==> config.mk <==
export PLATFORM = sky130hd
export DESIGN_NAME = mult_seq_flat
export DESIGN_NICKNAME = d
export VERILOG_FILES = /design/src/rtl/mult_pkg.sv /design/src/rtl/mult_seq_if.sv /design/src/rtl/mult_negate.sv /design/src/rtl/mult_seq.sv /design/src/flat_wrapper.sv
export SDC_FILE = /design/constraint.sdc
export NUM_CORES = 1
export LEC_CHECK = 0
export ABC_AREA = 1
export BUFFER_PORTS_ARGS = -buffer_cell sky130_fd_sc_hd__buf_2
export CAP_MARGIN = 30
export CORE_UTILIZATION = 59
export CTS_CLUSTER_SIZE = 8
export DETAILED_ROUTE_END_ITERATION = 16
export PLACE_DENSITY_LB_ADDON = 0.2
export SYNTH_ARGS = -nofsm -noshare
export SYNTH_HDL_FRONTEND = slang
export SYNTH_SLANG_ARGS = --single-unit
==> constraint.sdc <==
create_clock -name clk -period 2 [get_ports clk]
set_clock_uncertainty 0.05 [all_clocks]
set_input_delay 0.3 -clock clk [delete_from_list [all_inputs] [get_ports clk]]
set_output_delay 0.3 -clock clk [all_outputs]
set_load 0.005 [all_outputs]
==> src/rtl/mult_pkg.sv <==
// mult_pkg
// Shared types and helpers for the sequential shift-add multiplier.
//   mult_state_t : FSM state encoding (IDLE, LOAD, RUN, DONE)
//   cnt_width()  : width of the iteration counter for a given operand width
package mult_pkg;

    typedef enum logic [1:0] {
        IDLE = 2'd0,
        LOAD = 2'd1,
        RUN  = 2'd2,
        DONE = 2'd3
    } mult_state_t;

    // The counter only has to reach WIDTH-1, so $clog2(WIDTH) bits suffice.
    function automatic int cnt_width(input int width);
        return $clog2(width);
    endfunction

endpackage

==> src/rtl/mult_seq_if.sv <==
// mult_seq_if
// Request/result bundle of the sequential multiplier.
//   start, signed_mode, a, b : request side, driven by the master
//   ready, busy, done, m     : status and product, driven by the multiplier
// master = requester, slave = multiplier.
interface mult_seq_if #(
    parameter int WIDTH = 8
);

    logic                   start;
    logic                   signed_mode;
    logic [WIDTH-1:0]       a;
    logic [WIDTH-1:0]       b;
    logic                   ready;
    logic                   busy;
    logic                   done;
    logic [2*WIDTH-1:0]     m;

    modport master (
        output start, signed_mode, a, b,
        input  ready, busy, done, m
    );

    modport slave (
        input  start, signed_mode, a, b,
        output ready, busy, done, m
    );

endinterface

==> src/rtl/mult_negate.sv <==
// mult_negate
// Combinational conditional two's-complement negation.
//   din  : N-bit input value
//   neg  : 1 = output the two's complement of din, 0 = pass din through
//   dout : N-bit result
// The most negative value negates to itself, which read as unsigned is
// exactly its magnitude, so no extra bit is needed for |x|.
module mult_negate #(
    parameter int N = 8
) (
    input  logic [N-1:0] din,
    input  logic         neg,
    output logic [N-1:0] dout
);

    assign dout = neg ? (~din + 1'b1) : din;

endmodule

==> src/rtl/mult_seq.sv <==
// mult_seq
// Sequential shift-add multiplier, WIDTH-bit operands, signed or unsigned per
// operation, fixed WIDTH+2 cycle latency from accepted start to done.
//   clk : clock, rising edge
//   rst : synchronous active-high reset
//   bus : mult_seq_if slave modport
//         start/signed_mode/a/b sampled while ready=1
//         ready = IDLE or DONE, busy = LOAD or RUN
//         done  = one-cycle pulse, m valid from that cycle and held until
//                 the next done
module mult_seq
    import mult_pkg::*;
#(
    parameter int WIDTH = 8
) (
    input  logic       clk,
    input  logic       rst,
    mult_seq_if.slave  bus
);

    localparam int CW = cnt_width(WIDTH);

    localparam logic [1:0] ST_IDLE = IDLE;
    localparam logic [1:0] ST_LOAD = LOAD;
    localparam logic [1:0] ST_RUN  = RUN;
    localparam logic [1:0] ST_DONE = DONE;

    localparam logic [CW-1:0] LAST_CNT = CW'(WIDTH - 1);

    logic [1:0]           state;
    logic [WIDTH-1:0]     a_q;
    logic [WIDTH-1:0]     b_q;
    logic                 sm_q;
    logic [WIDTH-1:0]     mcand;
    logic [WIDTH-1:0]     mplr;
    logic                 neg;
    logic [2*WIDTH:0]     acc;
    logic [2*WIDTH:0]     acc_sum;
    logic [CW-1:0]        cnt;
    logic [2*WIDTH-1:0]   m_q;
    logic [2*WIDTH-1:0]   m_fix;
    logic                 done_q;
    logic [WIDTH-1:0]     a_abs;
    logic [WIDTH-1:0]     b_abs;
    logic                 accept;

    assign accept = bus.start & ((state == ST_IDLE) | (state == ST_DONE));

    // Operands are captured raw at acceptance; magnitudes are formed from the
    // captured copies so later changes on the bus cannot leak into LOAD.
    mult_negate #(.N(WIDTH)) u_abs_a (
        .din  (a_q),
        .neg  (sm_q & a_q[WIDTH-1]),
        .dout (a_abs)
    );

    mult_negate #(.N(WIDTH)) u_abs_b (
        .din  (b_q),
        .neg  (sm_q & b_q[WIDTH-1]),
        .dout (b_abs)
    );

    mult_negate #(.N(2*WIDTH)) u_sign_fix (
        .din  (acc[2*WIDTH-1:0]),
        .neg  (neg),
        .dout (m_fix)
    );

    // Conditional add of the multiplicand into the upper W+1 bits. The
    // accumulator stays below 2^(2W) after every shift, so the upper part
    // never overflows its W+1 bits.
    always_comb begin
        acc_sum = acc;
        if (mplr[0]) begin
            acc_sum[2*WIDTH:WIDTH] = acc[2*WIDTH:WIDTH] + {1'b0, mcand};
        end
    end

    // done and m are registered on the edge that leaves DONE, giving the
    // WIDTH+2 cycle latency; a start seen in DONE goes straight to LOAD.
    always_ff @(posedge clk) begin
        if (rst) begin
            state  <= ST_IDLE;
            a_q    <= '0;
            b_q    <= '0;
            sm_q   <= 1'b0;
            mcand  <= '0;
            mplr   <= '0;
            neg    <= 1'b0;
            acc    <= '0;
            cnt    <= '0;
            m_q    <= '0;
            done_q <= 1'b0;
        end else begin
            done_q <= 1'b0;
            if (accept) begin
                a_q  <= bus.a;
                b_q  <= bus.b;
                sm_q <= bus.signed_mode;
            end
            case (state)
                ST_IDLE: begin
                    if (accept) begin
                        state <= ST_LOAD;
                    end
                end
                ST_LOAD: begin
                    mcand <= a_abs;
                    mplr  <= b_abs;
                    neg   <= sm_q & (a_q[WIDTH-1] ^ b_q[WIDTH-1]);
                    acc   <= '0;
                    cnt   <= '0;
                    state <= ST_RUN;
                end
                ST_RUN: begin
                    acc  <= acc_sum >> 1;
                    mplr <= mplr >> 1;
                    cnt  <= cnt + 1'b1;
                    if (cnt == LAST_CNT) begin
                        state <= ST_DONE;
                    end
                end
                ST_DONE: begin
                    m_q    <= m_fix;
                    done_q <= 1'b1;
                    state  <= accept ? ST_LOAD : ST_IDLE;
                end
                default: begin
                    state <= ST_IDLE;
                end
            endcase
        end
    end

    assign bus.ready = (state == ST_IDLE) | (state == ST_DONE);
    assign bus.busy  = (state == ST_LOAD) | (state == ST_RUN);
    assign bus.done  = done_q;
    assign bus.m     = m_q;

endmodule

==> src/flat_wrapper.sv <==
// flat-port wrapper written by rule: the top's interface ports become plain ports
module mult_seq_flat import mult_pkg::*;
#(
    parameter int WIDTH = 8
)
  (clk, rst, bus_start, bus_signed_mode, bus_a, bus_b, bus_ready, bus_busy, bus_done, bus_m);
  mult_seq_if #(.WIDTH(WIDTH)) bus_i ();
  input  logic clk;
  input  logic rst;
  input wire logic [$bits(bus_i.start)-1:0] bus_start;
  input wire logic [$bits(bus_i.signed_mode)-1:0] bus_signed_mode;
  input wire logic [$bits(bus_i.a)-1:0] bus_a;
  input wire logic [$bits(bus_i.b)-1:0] bus_b;
  output wire logic [$bits(bus_i.ready)-1:0] bus_ready;
  output wire logic [$bits(bus_i.busy)-1:0] bus_busy;
  output wire logic [$bits(bus_i.done)-1:0] bus_done;
  output wire logic [$bits(bus_i.m)-1:0] bus_m;
  assign bus_i.start = bus_start;
  assign bus_i.signed_mode = bus_signed_mode;
  assign bus_i.a = bus_a;
  assign bus_i.b = bus_b;
  assign bus_ready = bus_i.ready;
  assign bus_busy = bus_i.busy;
  assign bus_done = bus_i.done;
  assign bus_m = bus_i.m;
  mult_seq #(.WIDTH(WIDTH)) u_core (.clk(clk), .rst(rst), .bus(bus_i));
endmodule
== After elaboration in Yosys (flattened, before gate mapping) ==
Cells that the tools add are included.
Widths: inputs -> output; s select.

* Output and inout port bits: 19
* Register bits after elaboration: 73
* Input port bits: 20
* Word-level logic and storage cells: 47

* Reductions and logical operators: 3
* Add/sub/neg operators: 5
* Multiplexer cells: 12
* Equal/unequal tests: 6
* Bitwise logic cells: 10

{| class="wikitable"
|+ Operator list
! operator !! number
|-
| $pmux 17 s2 || 1
|-
| $add 16x1->16 const B || 1
|-
| $add 8x1->8 const B || 2
|-
| $mux 16 || 1
|-
| $mux 8 || 2
|-
| $not 16->16 || 1
|-
| $not 8->8 || 2
|-
| $pmux 8 s2 || 1
|-
| $add 9x8->9 || 1
|-
| $mux 9 || 1
|-
| $pmux 2 s4 || 1
|-
| $pmux 3 s2 || 1
|-
| $and 1x1->1 || 4
|-
| $eq 2x2->1 const B || 2
|-
| $mux 2 || 2
|-
| $ne 2x1->1 const B || 2
|-
| $add 3x1->3 const B || 1
|-
| $eq 3x3->1 const B || 1
|-
| $eq 2x1->1 const B || 1
|-
| $logic_not 2->1 || 1
|-
| $mux 1 || 2
|-
| $or 1x1->1 || 2
|-
| $reduce_and 2->1 || 1
|-
| $reduce_bool 2->1 || 1
|-
| $xor 1x1->1 || 1
|}

== Depth between registers and ports, before layout ==
* Depth after elaboration: 5
* Depth in mapped cells: 11
* Mapped depth without buffers: 11

== By module ==
From an unflattened synthesis, not the netlist that was laid out.

* Cells, all modules: 598
* Area, all modules: 4,032.6 um^2

{| class="wikitable"
|+ By module, submodules not included
! module !! sequential area each (um^2) !! area an instance (um^2) !! instances !! cells an instance
|-
| mult_seq || 1,441.4 || 3,166.8 || 1 || 426
|-
| mult_negate (u_core.u_sign_fix) || 0.0 || 475.5 || 1 || 94
|-
| mult_negate (u_core.u_abs_a ...) || 0.0 || 195.2 || 2 || 39
|}

== Worst setup path before layout ==
No wires, ideal clock.

* Path type: register -> register
* Start: register u_core.acc[8]
* End: register u_core.acc[11]
* Slack: 0.337 ns
* Buffers on the path: 0
* Required time: 1.818 ns
* Arrival: 1.481 ns
* Stages on the path, launching flop included: 10
* Period minus slack after synthesis: 1.663 ns
* Cells stage by stage: dfxtp_1 -> ha_1 -> fa_1 -> nand2_1 -> nand2_1 -> and2_1 -> xnor2_1 -> nand2_1 -> nand2_1 -> a21oi_1

* Cells in the longest elaborated chain, start to end: 3

{| class="wikitable"
|+ Ends and longest elaborated chain
! element !! line !! source
|-
| start, declared || mult_seq.sv:37 || <nowiki>logic [2*WIDTH:0] acc;</nowiki>
|-
| start signal, assigned || mult_seq.sv:116 || <nowiki>acc <= acc_sum >> 1;</nowiki>
|-
| $add 9x8->9 || mult_seq.sv:75 || <nowiki>acc_sum[2*WIDTH:WIDTH] = acc[2*WIDTH:WIDTH] + {1'b0, mcand};</nowiki>
|-
| $mux 9 || mult_seq.sv:74 || <nowiki>if (mplr[0]) begin</nowiki>
|-
| $pmux 17 s2 || mult_seq.sv:101 || <nowiki>case (state)</nowiki>
|}

Every way passes these cells. The select of a mux whose other input is x is not followed.
A chain may end at the register's enable or synchronous reset.

== Worst setup path in the final report ==
* Start: register u_core.state[0]
* End: output port bus_ready

* Cells in the longest elaborated chain, start to end: 2

{| class="wikitable"
|+ Ends and longest elaborated chain
! element !! line !! source
|-
| start, declared || mult_seq.sv:30 || <nowiki>logic [1:0] state;</nowiki>
|-
| start signal, assigned || mult_seq.sv:126 || <nowiki>state <= accept ? ST_LOAD : ST_IDLE;</nowiki>
|-
| $eq 2x2->1 / $logic_not 2->1 (equally long branches) || mult_seq.sv:135 || <nowiki>assign bus.ready = (state == ST_IDLE) | (state == ST_DONE);</nowiki>
|-
| $or 1x1->1 * || mult_seq.sv:135 ||
|-
| end, declared || flat_wrapper.sv:14 || <nowiki>output wire logic [$bits(bus_i.ready)-1:0] bus_ready;</nowiki>
|}

Every way passes the cells marked *; elsewhere a longest branch is shown, timed or not.

==> key figures <==
Floorplan
  • # rows: 28
  • CORE AREA: 6060 µm²
  • Initial core utilization: 62.9%
  • Die footprint: 6790 µm²
  • IO Pins: 39
  • Die Y: 82.4 µm
  • DIE WIDTH: 82.4 µm

Drt
  • DRC: 0
  • WL per Instance: 12.0 µm
  • Via Count: 3524
  • Antenna Nets Post-Route: 0
  • Routed wire length: 8.01 mm
  • First-pass DRT Iterations: 4
  • Drt initial violations: 211
  • Vias per cell: 5.27

Timing
  • Fin. Hold Viols: 0
  • Crit share post-route: 92.2%
  • Achievable Freq: 542 MHz
  • Slew Limit Fails: 0
  • Relative slew slack: 65.7%
  • Hold_ws: 158 ps
  • Setup Viol. Count Final: 0
  • Setup TNS: 0 ps
  • RSZ-0062 raised after global routing: no
  • Fin worst setup slack: 156 ps
  • Fin crit period: 1840 ps
  • Worst slew pin tran: 514 ps

Pwr
  • Worst ir drop on vdd: 0.645 mV
  • P per Cell Area: 1140 nW/µm²
  • Total leakage power: 2.00 nW

Logic synthesis
  • Synth top area share: 37.8%
  • Post-synthesis instance total: 555
  • Avg Cell Area, Syn: 6.87 µm²
  • Synth area leader: dfxtp_1
  • Synth warnings: 0
  • Post-synth cell types: 36
  • Area contributors post-synth: dfxtp_1, nand2_1, a21oi_1
  • Post-synthesis sequential area ratio: 37.8%
  • Mapped Nets: 593
  • Post-Synthesis Cell Area: 3810 µm²
  • Register bit total from synthesis: 72

Setup path
  • CP max stage delay: 420 ps
  • CP cell instances: inv_1 > ha_4 > clkinv_4 > buf_2
  • CP required: 1650 ps
  • Type of element launching the critical path: register
  • Crit path buffers/inverters: 3
  • Critical path's slowest cell: dfxtp_1
  • Critical path peak fanout: 16
  • Critical path arrival: 1490 ps
  • Critical path class: reg2out
  • Crit path max-delay family: flip-flops
  • Worst setup EP type: output port

Placed design
  • DP Area: 4050 µm²
  • Cell total after placement: 653
  • Port Buffers: 38
  • Pre-CTS setup slack: 132 ps
  • Placer Congestion: 0.856
  • Hpwl dp: 5.68 mm

Global routing
  • Largest net degree at the start of global routing: 35
  • Total Routing Usage GR: 26.7%
  • Initial antenna violation count: 0
  • Total grt overflow: 0
  • Vias in the first global route: 3296
  • First-pass GRT wire length: 13.8 mm

Finish
  • Layout Cells excl Fill: 669
  • Fin nets: 627
  • Number of diodes: 0
  • Final Cell Area: 4260 µm²
  • Layout cells sized above 1: 12.8%
  • Area grow syn2layout: 11.8%

Clock network
  • Clk_lat worst skew: 350 ps
  • Clk buf depth: 2
  • Post-CTS Setup Repair Bufs: 0
  • Sinks on the clock net: 72
  • CTS Root Cell: clkbuf_8
  • CTS buffer count: 9
  • H-tree level count: 3
  • CTS tree: done
  • Clock transition at the registers of the reported paths: 80 ps

Outcome
  • Status: finished clean

Worst hold path
  • Type of the most critical hold path: in2reg

Run
  • Maxcap violations: 0
## report_power, final
| part | leakage, nW | total, mW | switching (mW) | internal, mW |
|---|---|---|---|---|
| clock | 0.0993 | 1.15 | 0.546 | 0.609 |
| combinational | 1.32 | 1.80 | 1.14 | 0.660 |
| sequential | 0.587 | 1.90 | 0.192 | 1.71 |
| total | 2.00 | 4.86 | 1.88 | 2.98 |
## final cells by class
type	count	area [µm²]
multi-input combinational	389	2000
sequential	72	1440
inverter	72	275
timing repair buffer	45	255
fill	517	1800
clock inverter	5	56.3
tap	75	93.8
clock buffer	11	141
## path summary, 6_finish.rpt
path                   start        endpoint  slack, ps  cells past startpoint
max reg2reg    u_core.acc[8]  u_core.acc[13]        170                     11
max          u_core.state[0]       bus_ready        160                      4
min          bus_signed_mode     u_core.sm_q        160                      3
min reg2reg    u_core.acc[0]   u_core.acc[0]        420                      2
## Yosys cell counts, drive strengths merged
library cell	number
o211ai	6
nand3b	1
inv	72
clkbuf	6
dfxtp	72
a31oi	5
nor2	49
nand2	128
o21a	1
or2	1
fa	1
and2	1
nand3	37
xnor2	2
ha	17
xor2	7
o221ai	2
nand4	4
a21oi	66
buf	16
o21ai	55
o22ai	2
nor3	2
a21o	1
a211oi	1
## what timing repair did
item | in CTS | in global routing
hold buffers | 0 | 0
gates resized for setup | 1 | 3
endpoints found under the setup margin | 1 | 1
endpoints found under the hold margin | 0 | 0
## worst register-to-register path: stages, from the launching register on
cell     delay, ps
dfxtp_1        360
ha_1           240
fa_1           380
nand2_1         90
nand2_1         70
nand3_1         90
nand2_1         60
nand2_1         70
nand2_1         50
nand2_1         70
nand2_1         70
a21oi_1        150
## cell usage in the layout, fill, tap and decap left out, types with 2 or more instances in the layout
| cell | count |
|---|---|
| nand2_1 | 125 |
| dfxtp_1 | 72 |
| inv_1 | 67 |
| a21oi_1 | 65 |
| o21ai_0 | 52 |
| nor2_1 | 47 |
| buf_2 | 38 |
| nand3_1 | 36 |
| ha_1 | 16 |
| clkbuf_8 | 10 |
| xor2_1 | 7 |
| o211ai_1 | 6 |
| buf_4 | 6 |
| a31oi_1 | 5 |
| inv_2 | 4 |
| nand4_1 | 4 |
| nand2_2 | 3 |
| clkinv_4 | 2 |
| nor3_1 | 2 |
| nor2_2 | 2 |
| o22ai_1 | 2 |
| o221ai_1 | 2 |
| xnor2_1 | 2 |
| clkinv_2 | 2 |
## cells by family after synthesis
| kind of cell | Yosys count | synth area share, % |
|---|---|---|
| compound gates | 139 | 19.8 |
| xor+xnor | 9 | 2.07 |
| fa+ha+maj | 18 | 6.10 |
| buf+inv | 94 | 10.1 |
| flops | 72 | 37.8 |
| simple gates | 223 | 24.2 |
## registers in the layout, indices dropped and copies added (netlist names)
| signal | cells |
|---|---|
| u_core.acc | 16 |
| u_core.bus.m | 16 |
| u_core.a_q | 8 |
| u_core.b_q | 8 |
| u_core.mcand | 8 |
| u_core.mplr | 8 |
| u_core.cnt | 3 |
| u_core.state | 2 |
| u_core.bus.done | 1 |
| u_core.neg | 1 |
| u_core.sm_q | 1 |
## through the flow
step,utilization (%),total power [mW]
2_1_floorplan,-,3.21
3_3_place_gp,66.8,3.59
3_5_place_dp,66.8,3.65
4_1_cts,70.1,4.82
5_1_grt,70.3,5.24
6_report,70.3,4.86
## routing by layer
layer	vias to the layer above	global-route usage [%]	wire, µm
li1	1874	-	-
met1	1558	29.7	3660
met4	0	11.9	176
met5	-	0	0
met2	78	49.5	3870
met3	14	4.29	303
No activity file was read; power rests on OpenSTA's default activity.
